<file path="src/rtl/div_restoring_50x24.sv">
// div_restoring_50x24
// Unsigned 50-by-24 radix-2 restoring divider that retires one quotient bit
// per clock. A start accepted in IDLE either finishes at once (divide by zero
// or quotient overflow) or runs 26 iterations in BUSY. The block then spends
// one cycle in DONE, where ready is high.
//
// Ports
//   clk    rising-edge clock for all state
//   rst    synchronous reset, active-high
//   start  request pulse, sampled only in IDLE
//   a      50-bit unsigned dividend, latched when start is accepted
//   b      24-bit unsigned divisor, latched when start is accepted
//   q      26-bit quotient, held until the next completion
//   r      24-bit remainder, held until the next completion
//   busy   high while an iteration sequence is in progress
//   ready  one-cycle pulse when q, r, ovf and dbz are valid
//   ovf    quotient does not fit in 26 bits, held with the result
//   dbz    divide by zero, held with the result
module div_restoring_50x24 (
    input  logic        clk,
    input  logic        rst,
    input  logic        start,
    input  logic [49:0] a,
    input  logic [23:0] b,
    output logic [25:0] q,
    output logic [23:0] r,
    output logic        busy,
    output logic        ready,
    output logic        ovf,
    output logic        dbz
);

    typedef enum logic [1:0] {
        ST_IDLE = 2'd0,
        ST_BUSY = 2'd1,
        ST_DONE = 2'd2
    } state_e;

    localparam logic [4:0] LAST_ITER = 5'd25;

    state_e      state_q, state_d;
    logic [23:0] pr_q, pr_d;      // partial remainder
    logic [25:0] qs_q, qs_d;      // dividend low bits shifting out, quotient bits shifting in
    logic [23:0] div_q, div_d;    // latched divisor
    logic [4:0]  cnt_q, cnt_d;    // iteration index, 0..25
    logic [25:0] quo_q, quo_d;
    logic [23:0] rem_q, rem_d;
    logic        ovf_q, ovf_d;
    logic        dbz_q, dbz_d;
    logic        busy_q, busy_d;
    logic        ready_q, ready_d;

    logic [23:0] pr_shift_s;
    logic        take_s;
    logic [23:0] trial_s;
    logic [23:0] pr_iter_s;
    logic [25:0] qs_iter_s;

    // One restoring step: shift in the next dividend bit and subtract if the divisor fits.
    // pr_q[23] is the bit shifted out of pr_shift_s. It takes part in the compare
    // so that the 25-bit shifted value is tested against the divisor. The
    // difference itself always fits in 24 bits, because PR < b holds.
    always_comb begin
        pr_shift_s = {pr_q[22:0], qs_q[25]};
        take_s     = ({pr_q[23], pr_shift_s} >= {1'b0, div_q});
        trial_s    = pr_shift_s - div_q;
        if (take_s) begin
            pr_iter_s = trial_s;
        end else begin
            pr_iter_s = pr_shift_s;
        end
        qs_iter_s = {qs_q[24:0], take_s};
    end

    // State register and datapath registers, with synchronous reset.
    always_ff @(posedge clk) begin
        if (rst) begin
            state_q <= ST_IDLE;
            pr_q    <= 24'd0;
            qs_q    <= 26'd0;
            div_q   <= 24'd0;
            cnt_q   <= 5'd0;
            quo_q   <= 26'd0;
            rem_q   <= 24'd0;
            ovf_q   <= 1'b0;
            dbz_q   <= 1'b0;
            busy_q  <= 1'b0;
            ready_q <= 1'b0;
        end else begin
            state_q <= state_d;
            pr_q    <= pr_d;
            qs_q    <= qs_d;
            div_q   <= div_d;
            cnt_q   <= cnt_d;
            quo_q   <= quo_d;
            rem_q   <= rem_d;
            ovf_q   <= ovf_d;
            dbz_q   <= dbz_d;
            busy_q  <= busy_d;
            ready_q <= ready_d;
        end
    end

    // Next-state and datapath update logic.
    always_comb begin
        state_d = state_q;
        pr_d    = pr_q;
        qs_d    = qs_q;
        div_d   = div_q;
        cnt_d   = cnt_q;
        quo_d   = quo_q;
        rem_d   = rem_q;
        ovf_d   = ovf_q;
        dbz_d   = dbz_q;
        case (state_q)
            ST_IDLE: begin
                if (start) begin
                    div_d = b;
                    pr_d  = a[49:26];
                    qs_d  = a[25:0];
                    cnt_d = 5'd0;
                    if (b == 24'd0) begin
                        state_d = ST_DONE;
                        dbz_d   = 1'b1;
                        ovf_d   = 1'b0;
                        quo_d   = 26'd0;
                        rem_d   = 24'd0;
                    end else if (a[49:26] >= b) begin
                        // The upper dividend half must be below b, or the quotient needs more than 26 bits.
                        state_d = ST_DONE;
                        dbz_d   = 1'b0;
                        ovf_d   = 1'b1;
                        quo_d   = 26'd0;
                        rem_d   = 24'd0;
                    end else begin
                        state_d = ST_BUSY;
                    end
                end else begin
                    state_d = ST_IDLE;
                end
            end
            ST_BUSY: begin
                pr_d = pr_iter_s;
                qs_d = qs_iter_s;
                if (cnt_q == LAST_ITER) begin
                    state_d = ST_DONE;
                    cnt_d   = 5'd0;
                    quo_d   = qs_iter_s;
                    rem_d   = pr_iter_s;
                    ovf_d   = 1'b0;
                    dbz_d   = 1'b0;
                end else begin
                    cnt_d = cnt_q + 5'd1;
                end
            end
            ST_DONE: begin
                state_d = ST_IDLE;
            end
            default: begin
                state_d = ST_IDLE;
            end
        endcase
    end

    // Output decode. It is taken from the next state, so busy and ready are registered.
    always_comb begin
        busy_d  = 1'b0;
        ready_d = 1'b0;
        case (state_d)
            ST_BUSY: busy_d  = 1'b1;
            ST_DONE: ready_d = 1'b1;
            default: begin
                busy_d  = 1'b0;
                ready_d = 1'b0;
            end
        endcase
    end

    assign q     = quo_q;
    assign r     = rem_q;
    assign ovf   = ovf_q;
    assign dbz   = dbz_q;
    assign busy  = busy_q;
    assign ready = ready_q;

endmodule

</file>
<file path="config.mk">
export PLATFORM = sky130hd
export DESIGN_NAME = div_restoring_50x24
export DESIGN_NICKNAME = d
export VERILOG_FILES = /design/src/rtl/div_restoring_50x24.sv
export SDC_FILE = /design/constraint.sdc
export NUM_CORES = 1
export LEC_CHECK = 0
export BUFFER_PORTS_ARGS = -buffer_cell sky130_fd_sc_hd__buf_2
export CORE_ASPECT_RATIO = 1.2
export CORE_MARGIN = 2
export CORE_UTILIZATION = 30
export CTS_BUF_LIST = sky130_fd_sc_hd__clkbuf_8 sky130_fd_sc_hd__clkbuf_16
export CTS_CLUSTER_DIAMETER = 100
export CTS_CLUSTER_SIZE = 12
export DETAILED_ROUTE_END_ITERATION = 8
export GPL_ROUTABILITY_DRIVEN = 0
export PLACE_DENSITY = 0.45
export SLEW_MARGIN = 0
export SYNTH_ARGS = -nofsm -noshare
export SYNTH_HDL_FRONTEND = slang
export SYNTH_SLANG_ARGS = --single-unit
</file>
<file path="constraint.sdc">
create_clock -name clk -period 3 [get_ports clk]
set_input_delay 0.45 -clock clk [delete_from_list [all_inputs] [get_ports clk]]
set_output_delay 0.45 -clock clk [all_outputs]
set_load 0.03 [all_outputs]
</file>
==> results of run 1 <==
## Yosys cell counts (all sizes together) (4+ instances only)
| library cell | n | area [um^2] |
|---|---|---|
| a211oi | 10 | 85.08 |
| a21o | 5 | 37.54 |
| a21oi | 109 | 549.3 |
| a311oi | 30 | 262.8 |
| a31o | 16 | 140.1 |
| a31oi | 5 | 31.28 |
| and2 | 4 | 25.02 |
| and3 | 10 | 62.56 |
| buf | 10 | 51.30 |
| clkbuf | 53 | 200.2 |
| dfxtp | 135 | 2703 |
| ha | 50 | 625.6 |
| inv | 55 | 206.5 |
| mux2i | 14 | 140.1 |
| nand2 | 198 | 743.2 |
| nand2b | 4 | 25.02 |
| nand3 | 42 | 215.2 |
| nand4 | 9 | 56.30 |
| nor2 | 78 | 292.8 |
| nor2b | 4 | 25.02 |
| nor3 | 12 | 60.06 |
| nor4 | 6 | 37.54 |
| o21a | 5 | 37.54 |
| o21ai | 23 | 118.9 |
| o2bb2ai | 22 | 192.7 |
| xnor2 | 10 | 87.58 |
| xor2 | 8 | 70.07 |
## sequential cells by signal, summed over array words and instances (netlist names)
signal / flops
qs_q: 26
r: 24
state_q: 2
busy: 1
q: 26
div_q: 24
ready: 1
ovf: 1
cnt_q: 5
pr_q: 24
dbz: 1
## stage by stage
| stage | std cells | worst slack (ps) | TNS, ps | utilization [%] | total power [W] |
|---|---|---|---|---|---|
| floorplan | 965 | 377.5 | 0 | - | 0.003576 |
| global placement | 1403 | -141.3 | -4129 | 35.43 | 0.004366 |
| detailed placement | 1403 | -187.4 | -6361 | 35.43 | 0.004361 |
| CTS | 1435 | 34.42 | 0 | 37.83 | 0.006493 |
| global route | 1435 | -2.460 | -2.460 | 38.00 | 0.006876 |
| finish | 1436 | 168.6 | 0 | 38.01 | 0.006472 |
## per-layer routing
layer	global-route usage [%]	routed length, um	vias up	share of wire (%)
met5	0	0	-	0
met2	34.24	12630	150	51
li1	-	-	3657	-
met1	22.33	10470	3391	42
met4	7.452	674	0	2.7
met3	4.806	1122	38	4.5
## cells in the final DEF (no fill, tap or decap), types with 3 or more instances in the layout
cell type                   instances
sky130_fd_sc_hd__a211oi_1           7
sky130_fd_sc_hd__a21o_1             5
sky130_fd_sc_hd__a21oi_1          107
sky130_fd_sc_hd__a311oi_1          30
sky130_fd_sc_hd__a31o_2            15
sky130_fd_sc_hd__a31oi_1            4
sky130_fd_sc_hd__and2_1             3
sky130_fd_sc_hd__and3_1            10
sky130_fd_sc_hd__buf_12             6
sky130_fd_sc_hd__buf_2            129
sky130_fd_sc_hd__buf_4             40
sky130_fd_sc_hd__clkbuf_16         17
sky130_fd_sc_hd__dfxtp_1          135
sky130_fd_sc_hd__ha_1              48
sky130_fd_sc_hd__inv_1             55
sky130_fd_sc_hd__inv_6              8
sky130_fd_sc_hd__inv_8              3
sky130_fd_sc_hd__mux2_2             3
sky130_fd_sc_hd__mux2i_1           14
sky130_fd_sc_hd__nand2_1          197
sky130_fd_sc_hd__nand2b_1           3
sky130_fd_sc_hd__nand3_1           41
sky130_fd_sc_hd__nand4_1            9
sky130_fd_sc_hd__nor2_1            77
sky130_fd_sc_hd__nor2b_1            3
sky130_fd_sc_hd__nor3_1            12
sky130_fd_sc_hd__nor4_1             6
sky130_fd_sc_hd__o211ai_1           3
sky130_fd_sc_hd__o21a_1             5
sky130_fd_sc_hd__o21ai_0           21
sky130_fd_sc_hd__o21bai_1           3
sky130_fd_sc_hd__o2bb2ai_1         22
sky130_fd_sc_hd__xnor2_1           10
sky130_fd_sc_hd__xor2_1             8
## worst reg2reg max path: cells and delay by family, from the launching register on
family,cells,cell delay (ps)
AO/OA/AOI/OAI,6,1220
AND/OR/NAND/NOR,2,600
flip-flops,1,330
adder cells (fa/ha/maj),1,390
buffers and inverters,2,230
## area by class of cell
type,instances,area share (%)
Antenna cell,1,0.02685
Clock buffer,17,4.565
Clock inverter,15,1.651
Inverter,55,2.215
Multi-Input combinational cell,712,46.62
Sequential cell,135,29.00
Tap cell,325,4.364
Timing Repair Buffer,176,11.56
## kinds of logic after synthesis
kind of cell	synth area share, %
AO/OA/AOI/OAI	22.62
buffers and inverters	6.169
flip-flops	36.41
adder cells (fa/ha/maj)	8.697
AND/OR/NAND/NOR	21.64
multiplexers	2.343
XOR/XNOR	2.124
## power groups by stage
| stage | sequential [W] | clock, W | combinational (W) |
|---|---|---|---|
| after global routing | 0.00204 | 0.00224 | 0.00260 |
| final | 0.00203 | 0.00211 | 0.00234 |
| after global placement | 0.00206 | 0 | 0.00230 |
| after floorplan | 0.00204 | 0 | 0.00154 |
| after detailed placement | 0.00206 | 0 | 0.00230 |
| after CTS | 0.00202 | 0.00215 | 0.00232 |
## worst max path at each step
| stage | start | to | slack [ps] |
|---|---|---|---|
| 2_1_floorplan | b[18] | r[10]$_SDFFE_PP0P_ | 380 |
| 3_3_place_gp | b[19] | r[0]$_SDFFE_PP0P_ | -140 |
| 3_5_place_dp | b[19] | r[15]$_SDFFE_PP0P_ | -190 |
| 4_1_cts | div_q[6]$_SDFFE_PP0P_ | pr_q[23]$_SDFFE_PP0P_ | 30 |
| 5_1_grt | div_q[10]$_SDFFE_PP0P_ | pr_q[23]$_SDFFE_PP0P_ | -2 |
| 6_report | div_q[10]$_SDFFE_PP0P_ | pr_q[23]$_SDFFE_PP0P_ | 170 |
## repair_timing
item / 4_1_cts / 5_1_grt
gates resized for setup: 2 / 10
pin swaps: 0 / 1
setup endpoints to repair: 2 / 11
gates cloned: 0 / 0
==> flow_results.org, run 1 <==
** Floorplan
- I/O pin count :: between 100 and 150
- The die is between 150 and 200 um tall.
- Area of the core :: 0.02451 mm^2
- From left edge to right edge, the die measures 147.6 um.
- Initial standard-cell utilization of the core :: 30.28%
- Total number of placement rows :: between 60 and 70
- The die covers 0.02602 mm^2.

** Layout
- Fill cells in the final layout number 2661.
- Relative to the synthesized area, the layout overhead comes to 25.54%.
- The finished cells cover 0.009319 mm^2.
- NumNets Final :: 1225
- Fraction of final layout cells with drive strength greater than 1 :: 22.16%
- Sequential Area :: 0.002703 mm^2
- Multi-input combinational cell area :: between 0.004 and 0.005 mm^2

** Drt
- Iteration-0 DRC Markers :: 362
- Summed over all layers, the routed wires come to 24890 um.
- Via density per instance :: 5.039
- Across all layers, the routed design uses 7236 vias.
- In this run the remaining antenna-violating nets after routing total 0.
- Average routed wire per standard cell :: 17.34 um
- The first detailed-routing pass took 4 iterations.
- Post-detailed-route DRC marker count :: 0

** Timing
- The hold violation total from the final report came to 0.
- Static timing analysis puts the maximum clock frequency at 353.2 MHz.
- Slew Limit Headroom :: 54.14%
- Final period demand of the worst path :: between 2000 and 3000 ps
- Max-slew violation count :: 0
- Hold is met by ~260 ps.
- Post-route fraction of the period consumed by the critical path :: 94.38%
- Count of final setup violators :: 0
- Fin Clk Skew :: 13.63 ps
- Worst slew pin tran :: between 600 and 700 ps

** Logic synthesis
- After synthesis, the share of flip-flops with an asynchronous set or reset is 0%.
- Synthesis instantiated 60 different standard cells from the library.
- Warnings, synthesis :: 0
- A synthesized cell averages about 7.7 um^2.
- For this run, the register share of the synthesized area comes to between 30% and 40%.
- Counting every net in the synthesized netlist gives 1093.
- Synthesis-stage register bit count :: 135
- The synthesized design contains 0 enable-type register cells.
- The mapped netlist covers roughly 0.0074 mm^2.
- In the synthesized netlist, the number of instances is about 970.
- Predominant post-synthesis flop cell :: sky130_fd_sc_hd__dfxtp_1

** Power
- Of the total power, registers draw 31.3%.
- Power density normalized to cell area :: 694.5 mW/mm^2
- The analysis attributes to cell leakage a power of 4.000 nW.
- The internal portion of the total power is 0.004009 W.
- Fraction of power spent switching nets :: between 30% and 40%
- For this design the total switching power over the nets is 0.002463 W.
- The share of total power dissipated in combinational logic is 36.1%.
- The clock network burns between 30% and 40% of the power.
- The worst-case IR drop observed on VDD is 0.0003949 V.

** CTS
- CTS placed an instance of sky130_fd_sc_hd__clkbuf_16 at the clock tree root.
- Clk pin slew, worst setup/hold paths :: 80 ps
- After clock tree synthesis, the flow added hold-fix buffers numbering 0.
- Clock latency on the worst-skew pair :: 440 ps
- Number of post-CTS setup repair buffers :: 0
- H-tree Lvls :: 4
- TritonCTS built the clock tree.
- Clk sink count :: 135
- CTS Buf Count :: 17
- No sink is reached through more buffers than the 2 on the longest clock path.

** Global routing
- The initial antenna violation count is 2.
- Entering global routing, the biggest net connects between 70 and 80 pins.
- First-pass GRT wire length :: 39450 um
- Gr usage total :: 19.32%
- For this run the aggregate overflow at the end of global routing stands at 0.
- Vias in the first global route :: roughly 7300

** Setup path
- In this run the number of cells on the critical path is 11.
- CP startpoint kind :: register
- Counting cells, the worst reg-to-reg path comes to 11.
- The startpoint identified for the worst register-to-register timing path is div_q[10]$_SDFFE_PP0P_.
- The critical path contains buffers and inverters numbering 2 combined.
- For this run, the slowest stage of the critical path takes 500 ps.
- Kind of cell adding the most delay to the critical path :: compound AO/OA/AOI/OAI gates
- R2R setup slack :: between 150 and 200 ps
- Path type of the worst setup path :: register to register
- At the worst endpoint, the required time is 3350 ps.
- Critical path endpoint category :: register
- Walking the worst path, the cells encountered are inv_1 -> ha_2 -> nand2_1 -> or4b_1 -> a31o_4 -> a31oi_4 -> a211oi_4 -> buf_12 -> a2111oi_2 -> a21oi_1 -> a211oi_2.
- Maximum fanout along the worst path :: 14
- Critical Path AT :: 3180 ps
- Worst reg2reg endpoint :: pr_q[23]$_SDFFE_PP0P_
- The slowest stage of the critical path is the sky130_fd_sc_hd__or4b_1 cell.

** Min path
- The path class of the tightest hold or removal check is input pin to register.
- Worst Min Path Start :: a[7]
- Hold EP :: qs_q[7]$_SDFFE_PP0P_
- Along the worst hold path, the cell count comes to 3.

** Job
- Across the run, the number of max-cap violations was 0.

** Placed design
- Once placement finished, the instance area stood at roughly 0.0087 mm^2.
- Total of buffers placed on input and output ports :: 130
- Detailed-placement wirelength estimate :: roughly 18000 um

** Outcome
- The run finished with clean final reports.
(Power assumes the default switching activity.)
==> run 2, diff against run 1 <==
clock period = 3.2 ns   (was 3 ns; I/O delays follow)
==> flow_results.org, run 2 (same netlist as run 1, synthesis figures left out) <==
** CTS
- In this run the post-CTS setup repair buffer count came out at 0.
- Counting along the longest clock path gives a buffer depth of 2.
- Hold repair after CTS inserted 0 buffers.
- TritonCTS built the clock tree.
- Clock-pin slew was measured on the worst setup and hold paths at 70 ps.
- In this run the clock root is driven by a sky130_fd_sc_hd__clkbuf_16.
- Clock tree synthesis found a total of 135 sinks.
- CTS Buf Count :: 17
- In this run the number of H-tree levels came out at 4.
- The later pin in the worst-skew pair is clocked with a latency of between 400 and 500 ps.

** Min path
- Hold EP :: div_q[15]$_SDFFE_PP0P_
- Worst Min Path Start :: b[15]
- Number of cells traversed by the worst hold path :: 3
- Worst hold path type :: input pin to register

** Floorplan
- The die is 147.6 um wide.
- Initial standard-cell utilization of the core :: 30.28%
- Total number of placement rows :: between 60 and 70
- Area of the core :: 0.02451 mm^2
- Chip height :: approximately 180 um
- For this design the top-level I/O count stands at 131.
- The floorplan step defined a die boundary enclosing 0.02602 mm^2.

** Placed design
- During placement, the flow inserted port buffers numbering 130.
- Summed over all nets, the half-perimeter wirelength after detailed placement is between 15000 and 20000 um.
- Timing analysis after detailed placement gives a worst setup slack of -90.43 ps.

** Timing
- At the pin with the least slew margin, the transition time is around 1100 ps.
- Slew Limit Headroom :: 27.86%
- Subtracting the final worst setup slack from the clock period gives roughly 3000 ps.
- The max-slew violation count is 0.
- The hold violation total from the final report was 0.
- Final setup margin :: 202.7 ps
- Post-route fraction of the period consumed by the critical path :: a little over nine tenths
- Count of final setup violators :: 0
- Max Fclk :: between 300 and 400 MHz
- Fin Clk Skew :: 9.671 ps
- Setup repair after global routing left no endpoint under its margin.

** Setup path
- Worst reg2reg endpoint :: pr_q[23]$_SDFFE_PP0P_
- The worst setup path is launched from a register.
- By startpoint and endpoint, the worst setup path is classified as register to register.
- Data on the critical path is required at its endpoint by 3540 ps.
- The worst register-to-register path has a setup slack of just over 200 ps.
- Maximum fanout along the worst path :: 26
- Critical Path AT :: 3340 ps
- Critical path endpoint category :: register
- Worst reg2reg path startpoint :: div_q[8]$_SDFFE_PP0P_
- Number of cell instances on the worst register-to-register path :: 11

** Layout
- The top cell types in the final layout, fill and taps aside, are 197 x sky130_fd_sc_hd__nand2_1, 135 x sky130_fd_sc_hd__dfxtp_1, 129 x sky130_fd_sc_hd__buf_2.
- The post-route netlist has 20.06% of its cells at a drive strength greater than 1.
- The library cell used most frequently in the layout, excluding fill and tap cells, is sky130_fd_sc_hd__nand2_1.
- From synthesis to final layout, the design area changed by 22.52%.
- Final core occ :: 37.10%
- Fill cell count :: 2639
- NumNets Final :: 1202

** Drt
- The first TritonRoute pass finished after 4 iterations.
- Routed via count :: slightly above 7000
- In the routed layout, each cell is associated on average with a via count of 5.084.
- After detailed routing, the number of remaining DRC violations is 0.
- The final layout contains routed wiring with a total length of around 24000 um.
- Final antenna-violating net count :: 0
- Dividing the detail-routed wire length by the instance count gives 17.12 um.
- Iteration-0 DRC Markers :: approximately 390

** Power
- IR analysis of the VDD net gives a maximum drop of 0.0004026 V.
- Leakage component of the power :: 3.882 nW
- Power density normalized to cell area :: about 650 mW/mm^2

** Outcome
- The run finished with clean final reports.

** Job
- Max-capacitance violation count :: 0

** Global routing
- First-pass GRT wire length :: 38540 um
- Overflow left after global routing :: 0
- Gr usage total :: a little under a fifth
- The initial antenna violation count came to 3.
- Entering global routing, the biggest net connects 81 pins.
- Vias in the first global route :: 7019
## run 2: how the worst max path moves through the flow
stage                          start                    end  cells past startpoint
2_1_floorplan                  b[18]     r[10]$_SDFFE_PP0P_                     12
3_3_place_gp                   b[18]      r[0]$_SDFFE_PP0P_                     11
3_5_place_dp                   b[18]      r[0]$_SDFFE_PP0P_                     11
4_1_cts        div_q[8]$_SDFFE_PP0P_  pr_q[23]$_SDFFE_PP0P_                     11
5_1_grt        div_q[7]$_SDFFE_PP0P_  pr_q[23]$_SDFFE_PP0P_                     11
6_report       div_q[8]$_SDFFE_PP0P_  pr_q[23]$_SDFFE_PP0P_                     11
## run 2: area by class of cell
class | instances | area, um^2 | share of cell area, %
repair buffers | 153 | 888.4 | 9.768
inverters | 55 | 206.4 | 2.270
flip-flops and latches | 135 | 2703 | 29.72
clock inverters | 15 | 161.4 | 1.775
well taps | 325 | 406.6 | 4.471
multi-input cells | 712 | 4302 | 47.30
diodes | 1 | 2.502 | 0.02751
clock buffers | 17 | 425.4 | 4.677
## run 2: critical path, cell delays in order (launching register included)
cell	delay, ps
sky130_fd_sc_hd__dfxtp_1	340
sky130_fd_sc_hd__inv_1	50
sky130_fd_sc_hd__ha_1	380
sky130_fd_sc_hd__nand3_2	110
sky130_fd_sc_hd__or4b_1	530
sky130_fd_sc_hd__a31o_1	260
sky130_fd_sc_hd__a31oi_2	260
sky130_fd_sc_hd__a211oi_4	110
sky130_fd_sc_hd__buf_12	190
sky130_fd_sc_hd__a2111oi_2	360
sky130_fd_sc_hd__a21oi_1	120
sky130_fd_sc_hd__a211oi_2	220
## run 2: routing by layer
metal / wire length (um) / share of wire [%] / track usage (%) / up-vias
met5: 11 / 0.045 / 0 / -
met4: 629 / 2.6 / 6.410 / 2
met3: 1206 / 5.0 / 4.806 / 25
met2: 12230 / 51 / 33.28 / 127
met1: 10120 / 42 / 22.03 / 3426
li1: - / - / - / 3604
## run 2: what timing repair did
| item | 4_1_cts | 5_1_grt |
|---|---|---|
| hold endpoints to repair | 0 | 0 |
| gates resized for setup | 0 | 2 |
| endpoints found under the setup margin | 0 | 1 |
## run 2: where the power goes
group	total [W]	internal, W	switching [W]
registers	0.00189	0.00180	0.0000926
clock network	0.00197	0.00110	0.000871
logic	0.00204	0.000811	0.00123
total	0.00591	0.00372	0.00219
## run 2: through the flow
stage | area (um^2) | hold WS, ps | power [W] | instances | TNS, ps
floorplan | 7423 | 436.3 | 0.003353 | 965 | 0
global placement | 8499 | 442.4 | 0.003978 | 1380 | -94.81
detailed placement | 8499 | 441.0 | 0.003975 | 1380 | -1115
CTS | 9086 | 294.9 | 0.005968 | 1412 | 0
global route | 9092 | 308.3 | 0.006299 | 1412 | 0
finish | 9095 | 304.7 | 0.005909 | 1413 | 0
==> run 3, diff against run 2 <==
GPL_TIMING_DRIVEN = 0   (was unset)
==> flow_results.org, run 3 (same netlist as run 1, synthesis figures left out) <==
** Floorplan
- Area of the core :: 0.02451 mm^2
- I/O pin count :: approximately 130
- Initial standard-cell utilization of the core :: 30.28%
- The die covers approximately 0.026 mm^2.
- Chip height :: 176.3 um
- In this run the horizontal extent of the chip is between 100 and 150 um.
- The floorplan has 63 rows.

** Setup path
- CP startpoint kind :: input pin
- Critical path endpoint category :: register
- The worst register-to-register path begins at div_q[8]$_SDFFE_PP0P_.
- Worst reg2reg endpoint :: pr_q[14]$_SDFFE_PP0P_
- For the worst setup path, the data required time is 3480 ps.
- Critical Path AT :: 3330 ps
- The worst register-to-register path has a setup slack of 210 ps.
- Path type of the worst setup path :: input pin to register
- Number of cell instances on the worst register-to-register path :: 12
- Maximum fanout along the worst path :: 10

** Power
- Summed over all cells, the static leakage comes to 3.837 nW.
- Power density normalized to cell area :: 655.8 mW/mm^2
- Of the total power, the clock network draws 33.1%.
- Fraction of power spent switching nets :: 38.33%
- Logic gate share of total power :: 35.2%
- For this design the total switching power over the nets is 0.002290 W.
- Cell internal power was estimated by the tool at between 0.003 and 0.004 W.
- The worst-case IR drop observed on VDD is 0.0004174 V.
- Of the total power, registers draw 31.8%.

** Drt
- Via density per instance :: 5.064
- After the first detailed-routing iteration, the DRC count stood at between 300 and 400.
- Final antenna-violating net count :: 0
- The first detailed-routing pass ran for 5 iterations.
- In the routed design, unresolved DRC markers number 0.
- After detailed routing, the average wire length per cell comes to 18.39 um.
- Routed wire length :: ~27000 um
- The routed layout has about 7300 vias.

** Timing
- The max-slew violation count was 0.
- Final hold vios :: 0
- Count of final setup violators :: 0
- Post-route fraction of the period consumed by the critical path :: 95.16%
- Worst slew pin tran :: around 800 ps
- Slew Limit Headroom :: 44.76%
- Setup TNS :: 0 ps
- For this run, the top clock speed supported by timing is 328.4 MHz.
- The worst path needs 3045 ps of the cycle, external delays included.
- Setup repair after global routing left no endpoint under its margin.
- Fin Clk Skew :: 16.18 ps

** Outcome
- Status :: complete, no violations

** Layout
- The top cell types in the final layout, fill and taps aside, are 198 x sky130_fd_sc_hd__nand2_1, 135 x sky130_fd_sc_hd__dfxtp_1, 129 x sky130_fd_sc_hd__buf_2.
- NumNets Final :: 1240
- Measured on the finished design, the core utilization comes to 37.16%.
- The filler cells instantiated in the layout total 2634.
- The post-route netlist has a little under a fifth of its cells at a drive strength greater than 1.
- Cell area after layout :: 0.009110 mm^2
- Leaving out fill and tap cells, the most frequent cell in the layout is sky130_fd_sc_hd__nand2_1.
- P&R area growth vs syn :: 22.72%
- The finished layout holds about 1500 standard cells, fillers aside.

** Global routing
- The initial antenna violation count came to 4.
- Entering global routing, the biggest net connects 17 pins.
- Overflow left after global routing :: 0
- The first global-routing pass estimated approximately 41000 um of wire.
- The number of global-route vias before repair is ~7300.
- Global routing used 20.52% of the available tracks.

** Min path
- In this run the most critical hold path is launched from a[6].
- Worst hold path type :: input pin to register
- Number of cells traversed by the worst hold path :: 3
- For hold timing, the worst endpoint is qs_q[6]$_SDFFE_PP0P_.

** CTS
- Clk sink count :: 135
- H-tree Lvls :: 4
- TritonCTS built the clock tree.
- Master cell of the clock root buffer :: sky130_fd_sc_hd__clkbuf_16
- Number of post-CTS setup repair buffers :: 0
- CTS Buf Count :: 17
- After clock tree synthesis, the clock-pin slew on the worst setup and hold paths is 70 ps.
- Number of buffers on the longest clock path :: 2
- Clock latency on the worst-skew pair :: about 430 ps

** Job
- Across the run, the number of max-cap violations was 0.

** Placed design
- Total of buffers placed on input and output ports :: 129
- Detailed-placement wirelength estimate :: roughly 21000 um
- Cell area after placement :: 0.008476 mm^2
- After detailed placement, the design holds a cell count of around 1400.
run 3: stage by stage:
step	total power [W]	hold slack [ps]	setup slack (ps)
finish	0.005975	308.7	154.8
global route	0.006315	310.9	2.287
CTS	0.005962	299.0	15.35
detailed placement	0.003963	446.4	-1161
global placement	0.003973	440.4	-1105
floorplan	0.003353	436.3	547.5
run 3: how the worst max path moves through the flow:
stage	from	to	slack, ps	depth (start not counted)
3_3_place_gp	b[2]	r[18]$_SDFFE_PP0P_	-1110	13
4_1_cts	a[41]	r[3]$_SDFFE_PP0P_	20	11
3_5_place_dp	b[2]	r[19]$_SDFFE_PP0P_	-1160	13
6_report	a[41]	r[3]$_SDFFE_PP0P_	150	10
2_1_floorplan	b[18]	r[10]$_SDFFE_PP0P_	550	12
5_1_grt	div_q[8]$_SDFFE_PP0P_	qs_q[0]$_SDFFE_PP0P_	2	12
run 3: timing repair:
action / CTS / global route
setup endpoints to repair: 55 / 46
resized for setup: 7 / 12
hold endpoints to repair: 0 / 0
hold buffers: 0 / 0
run 3: worst max-delay path, stage by stage:
cell and delay (ps):
sky130_fd_sc_hd__buf_2 130, sky130_fd_sc_hd__ha_1 320, sky130_fd_sc_hd__nand4_1 310, sky130_fd_sc_hd__a2111oi_1 470
sky130_fd_sc_hd__o21ai_1 290, sky130_fd_sc_hd__a21oi_2 360, sky130_fd_sc_hd__o31ai_4 120, sky130_fd_sc_hd__and3b_1 350
sky130_fd_sc_hd__clkbuf_2 290, sky130_fd_sc_hd__o2bb2ai_1 180
run 3: power by group through the flow:
stage | Combinational, W | Clock (W) | Sequential, W
after floorplan | 0.00144 | 0 | 0.00191
after global placement | 0.00204 | 0 | 0.00193
after detailed placement | 0.00203 | 0 | 0.00193
after CTS | 0.00205 | 0.00202 | 0.00190
after global routing | 0.00232 | 0.00208 | 0.00191
final | 0.00210 | 0.00198 | 0.00190
run 3: layer usage:
metal | GRT usage [%] | part of all wire [%] | up-vias
met1 | 24.57 | 44 | 3472
met5 | 0 | 0.082 | -
li1 | - | - | 3687
met2 | 36.82 | 50 | 146
met3 | 4.186 | 3.9 | 39
met4 | 6.210 | 2.2 | 4
run 3: final cells by class:
cell class,instances,area [um^2],share of cell area [%]
antenna,1,2.502,0.02747
buffer,62,256.5,2.816
clock buffer,18,439.2,4.821
clock inverter,14,140.1,1.538
inverter,55,206.4,2.266
multi-input combinational,712,4310,47.31
sequential,135,2703,29.67
tap,325,406.6,4.464
timing repair buffer,129,645.6,7.087
